<file path="src/rtl/keccak_theta_inv.sv">
// Recovers A from A' = theta(A) by walking the column-parity orbit one map step per clock (L cycles).
// One job in flight: in_ready low while busy; the result is held until out_ready.
module keccak_theta_inv #(
    parameter int W        = 8,
    parameter int b        = 200,
    parameter int MAX_ITER = 4096
) (
    input  logic         clk,
    input  logic         rst,
    input  logic         in_valid,
    output logic         in_ready,
    input  logic [b-1:0] In,
    output logic         out_valid,
    input  logic         out_ready,
    output logic [b-1:0] Out,
    output logic         error
);

    localparam int PW = 5 * W;
    localparam int CW = $clog2(MAX_ITER) + 1;
    localparam logic [CW-1:0] CNT_LAST = CW'(MAX_ITER - 1);

    typedef enum logic [1:0] {IDLE, ITER, OUT} state_t;

    function automatic logic [W-1:0] rotl1(input logic [W-1:0] v);
        return {v[W-2:0], v[W-1]};
    endfunction

    function automatic logic [PW-1:0] col_parity(input logic [b-1:0] s);
        logic [PW-1:0] p;
        p = '0;
        for (int x = 0; x < 5; x++)
            for (int y = 0; y < 5; y++)
                p[x*W +: W] = p[x*W +: W] ^ s[(5*x+y)*W +: W];
        return p;
    endfunction

    // Effect of theta on the column parities (odd row count keeps each column's own term).
    function automatic logic [PW-1:0] parity_map(input logic [PW-1:0] p);
        logic [PW-1:0] r;
        for (int x = 0; x < 5; x++)
            r[x*W +: W] = p[x*W +: W] ^ p[((x+4)%5)*W +: W] ^ rotl1(p[((x+1)%5)*W +: W]);
        return r;
    endfunction

    function automatic logic [b-1:0] undo_theta(input logic [b-1:0] s, input logic [PW-1:0] p);
        logic [b-1:0] r;
        for (int x = 0; x < 5; x++)
            for (int y = 0; y < 5; y++)
                r[(5*x+y)*W +: W] = s[(5*x+y)*W +: W] ^ p[((x+4)%5)*W +: W]
                                    ^ rotl1(p[((x+1)%5)*W +: W]);
        return r;
    endfunction

    state_t        state_q, state_d;
    logic [b-1:0]  a_q, a_d;
    logic [PW-1:0] pt_q, pt_d;
    logic [PW-1:0] cur_q, cur_d;
    logic [CW-1:0] cnt_q, cnt_d;
    logic [b-1:0]  out_q, out_d;
    logic          err_q, err_d;
    logic          vld_q, vld_d;
    logic [PW-1:0] nxt;

    always_comb begin
        state_d = state_q;
        a_d     = a_q;
        pt_d    = pt_q;
        cur_d   = cur_q;
        cnt_d   = cnt_q;
        out_d   = out_q;
        err_d   = err_q;
        vld_d   = vld_q;
        nxt     = parity_map(cur_q);
        case (state_q)
            IDLE: begin
                if (in_valid) begin
                    a_d     = In;
                    pt_d    = col_parity(In);
                    cur_d   = col_parity(In);
                    cnt_d   = '0;
                    state_d = ITER;
                end
            end
            ITER: begin
                // cur is the predecessor of Pt on its orbit exactly when one more step closes the cycle.
                if (nxt == pt_q) begin
                    out_d   = undo_theta(a_q, cur_q);
                    err_d   = 1'b0;
                    vld_d   = 1'b1;
                    state_d = OUT;
                end else if (cnt_q == CNT_LAST) begin
                    out_d   = a_q;
                    err_d   = 1'b1;
                    vld_d   = 1'b1;
                    state_d = OUT;
                end else begin
                    cur_d = nxt;
                    cnt_d = cnt_q + CW'(1);
                end
            end
            OUT: begin
                if (out_ready) begin
                    vld_d   = 1'b0;
                    err_d   = 1'b0;
                    state_d = IDLE;
                end
            end
            default: state_d = IDLE;
        endcase
    end

    always_ff @(posedge clk) begin
        if (rst) begin
            state_q <= IDLE;
            a_q     <= '0;
            pt_q    <= '0;
            cur_q   <= '0;
            cnt_q   <= '0;
            out_q   <= '0;
            err_q   <= 1'b0;
            vld_q   <= 1'b0;
        end else begin
            state_q <= state_d;
            a_q     <= a_d;
            pt_q    <= pt_d;
            cur_q   <= cur_d;
            cnt_q   <= cnt_d;
            out_q   <= out_d;
            err_q   <= err_d;
            vld_q   <= vld_d;
        end
    end

    assign in_ready  = (state_q == IDLE);
    assign out_valid = vld_q;
    assign Out       = out_q;
    assign error     = err_q;

endmodule
</file>
<file path="config.mk">
export PLATFORM = sky130hd
export DESIGN_NAME = keccak_theta_inv
export DESIGN_NICKNAME = d
export VERILOG_FILES = /design/src/rtl/keccak_theta_inv.sv
export SDC_FILE = /design/constraint.sdc
export NUM_CORES = 1
export LEC_CHECK = 0
export ABC_AREA = 1
export CAP_MARGIN = 20
export CORE_ASPECT_RATIO = 1.4
export CORE_MARGIN = 5
export CORE_UTILIZATION = 31
export DETAILED_ROUTE_END_ITERATION = 8
export GPL_TIMING_DRIVEN = 0
export PLACE_DENSITY = 0.51
export SYNTH_ARGS = -nofsm -noshare
export SYNTH_HDL_FRONTEND = slang
export SYNTH_SLANG_ARGS = --single-unit
</file>
<file path="constraint.sdc">
create_clock -name clk -period 2.6 [get_ports clk]
set_input_delay 0.39 -clock clk [delete_from_list [all_inputs] [get_ports clk]]
set_output_delay 0.39 -clock clk [all_outputs]
set_load 0.02 [all_outputs]
</file>
==> results.md <==
- Status: complete, but fails checks
- Failing checks: negative setup slack
- Post-Syn Area: 27,400 µm²
- Gr usage total: 0.240
- Fmax: 0.378 GHz
- Post-route ant nets: 0
- Leakage: 15.2 nW
- Die height: 362 µm
- Die area: 94,600 µm²
- Fin. max-slew vios: 0
- Critical path endpoint category: flip-flop
- Crit path arrival time: 3.20 ns
- Data required, critical path: 3.16 ns
- Slew @ Worst Pin: 1.06 ns
- R2R depth: 21
- # port buffers: 406
- Starting DRT DRC Count: 2,048
- Setup slack, reg-to-reg: -0.04 ns
- Wire length per cell: 21.1 µm
- Post-Route WL: 123,000 µm
- # DRC: 0
- Dpl hpwl: 90,100 µm
- Row count: 129
- Final hold vios: 0
- Hold depth: 3
- Pwr Density: 818 nW/µm²
- Routability congestion estimate: 0.901
- CP most frequent cell: nand2_2
- Max VDD drop: 0.492 mV
- Worst r2r src: cur_q[34]$_SDFFE_PP0P_
- GRT overflow: 0
- Area growth syn-to-layout: 42.5%
- Pre-CTS setup slack: -1.02 ns
- DR pass1 iterations: 5
- Vias in the first global route: 26,754
- CP max stage delay: 0.35 ns
- Setup-failing EPs final: 56
- Die width: 261 µm
- Syn nets: 4,222
- Unique masters post-synth: 29
- Reg-to-reg endpoint: cur_q[27]$_SDFFE_PP0P_
- Total I/O pin count: 407
- Diodes inserted: 0
- Worst Hold Class: in -> reg
- Seq/Total Area, Yosys: 0.363
- Post-synthesis area per instance: 6.83 µm²
- Non-filler cells, final: 5,814
- Largest net degree at the start of global routing: 14
- Critical-path maximum fanout: 8
- Initial antenna violation count: 0
- Setup_tns: -0.822 ns
- Worst path slowest cell: dfxtp_4
- Vias per cell: 4.82
- Post-Syn Instances: 4,014
- First-pass GRT wire length: 170,000 µm
- Worst Skew: 0.0253 ns
- Critical Setup Path Class: reg -> reg
- RSZ-0062 raised after global routing: true
- Slack of the critical path: -0.0431 ns
- Hold endpoint: a_q[74]$_SDFFE_PP0P_
- Worst hold start: In[74]
- CTS root buf: clkbuf_16
- Worst Path Buf+Inv: 5
- Max H-tree Level: 2
- Startpoint types: flip-flop
- Tmin final: 2.64 ns
- Total Power: 32.0 mW
- Total number of vias: 28,039
- Inst Count DP: 5,600
- CTS tree: done
- Synthesis-stage register bit count: 497
- Clk sinks: 497
- Core area: 88,100 µm²
- Number of synthesis warnings: 0
- Share of layout cells above drive strength 1: 0.155
- Relative slew slack: 0.294
- Clk_lat worst skew: 0.64 ns
- CTS Buffer Depth: 3
- # Max-Cap Violations: 0
- Critical path's top delay family: simple AND/OR/NAND/NOR gates
- Starting Density: 0.311
- CTS clk-pin slew, worst paths: 0.07 ns
- Hold-fix buffers, CTS: 0
- CP Cell Sequence: buf_12 -> inv_6 -> nand2_2 -> nand2_2 -> nand2_2 -> nand2_2 -> nand2_1 -> nand2_2 -> nand2_1 -> nor2_1 -> nand2_2 -> nor2_4 -> nand3_4 -> nand2_4 -> nand2_8 -> buf_12 -> nand2_8 -> buf_12 -> clkbuf_16 -> nand2_1 -> a21oi_1
- Num CTS Buffers: 55
- Period utilization: 1.02
- Nets: 4,802
==> stage by stage <==
step / cell area (µm²) / utilization / hold WS [ns]
3_3_place_gp: 33000 / 0.374 / 0.451
5_1_grt: 39100 / 0.443 / 0.402
3_5_place_dp: 33000 / 0.374 / 0.456
2_1_floorplan: 27400 / - / 0.438
6_report: 39100 / 0.443 / 0.392
4_1_cts: 35700 / 0.405 / 0.367
==> timing repair <==
item	4_1_cts	5_1_grt
resized for setup	224	653
cloned	1	24
pin swaps	7	85
buffers inserted	17	76
setup endpoints to repair	447	292
==> report_power, final <==
group          internal (mW)  switching [mW]
combinational           5.65            8.47
sequential              8.67           0.892
clock                   4.80            3.48
==> cells in the mapped netlist <==
cell type     n  area, µm²
xnor3_1       1       22.5
dfxtp_1     497       9950
inv_2        39        146
nor2_1      460       1730
xor2_4        2       55.1
o21ai_1      21        105
ha_1          4       50.1
xor2_1      200       1750
nand2_4       1       11.3
clkbuf_1    128        480
o21bai_1     21        158
buf_6         7       78.8
a21oi_1     313       1570
buf_4        45        338
buf_1         4       15.0
nand3_1     178        891
nor3b_1       2       15.0
buf_2        77        385
xnor2_2       4       65.1
a31oi_1      31        194
xnor2_1     324       2840
nand4_1       2       12.5
nand3_2       1       10.0
nand2_1    1264       4740
o21ai_0     253       1270
xor2_2        2       32.5
inv_1       129        484
or2_2         2       12.5
clkinv_1      2       7.51
==> registers in the layout (all words and copies together) (netlist names) <==
register   flops
cnt_q         13
state_q        2
error          1
out_valid      1
Out          200
cur_q         40
a_q          200
pt_q          40
==> cell type report <==
type,count,area (µm²)
Tap cell,1179,1480
Fill cell,9297,49100
Sequential cell,497,10000
Inverter,170,1110
Clock inverter,20,260
Clock buffer,78,1580
Buffer,259,2340
Multi-Input combinational cell,3087,16800
Timing Repair Buffer,524,5510
==> tightest hold or removal path: stages <==
cell and delay (ns):
clkdlybuf4s50_1 0.40, inv_1 0.11, a21oi_1 0.08
==> worst max-delay path by stage <==
stage               cells past startpoint              startpoint  slack [ns]                     end
CTS                                    18   cur_q[0]$_SDFFE_PP0P_       -0.12   Out[159]$_SDFFE_PP0P_
finish                                 21  cur_q[34]$_SDFFE_PP0P_       -0.04  cur_q[27]$_SDFFE_PP0P_
floorplan                              20  cur_q[13]$_SDFFE_PP0P_        0.44   Out[128]$_SDFFE_PP0P_
detailed placement                     18  cur_q[13]$_SDFFE_PP0P_       -1.02   Out[159]$_SDFFE_PP0P_
global placement                       18  cur_q[13]$_SDFFE_PP0P_       -1.02   Out[159]$_SDFFE_PP0P_
global route                           20  cur_q[34]$_SDFFE_PP0P_       -0.14   Out[125]$_SDFFE_PP0P_
==> per-layer routing <==
metal	vias to the layer above	wire length (µm)	GRT usage
li1	13812	-	-
met3	292	6230	0.0331
met4	0	6970	0.110
met1	12990	46800	0.275
met2	945	62800	0.440
met5	-	0	0
==> cell usage in the layout, fill, tap and decap left out, drive strengths merged, types with 179 or more instances in the layout <==
cell type and n:
nand2 1266, dfxtp 497, nor2 460, clkdlybuf4s50 406
xnor2 328, a21oi 313, o21ai 274, clkbuf 231
buf 223, xor2 204, nand3 179
==> cells by family (layout without fill, tap and decap cells) <==
kind of cell	after synthesis	after routing	share of synthesized area
flops	497	497	0.363
compound gates	639	639	0.120
xor+xnor	533	533	0.174
simple gates	1910	1911	0.271
buf+inv	431	1051	0.0706
fa+ha+maj	4	4	0.00183
Note: power is estimated with default switching activity, not from simulation.
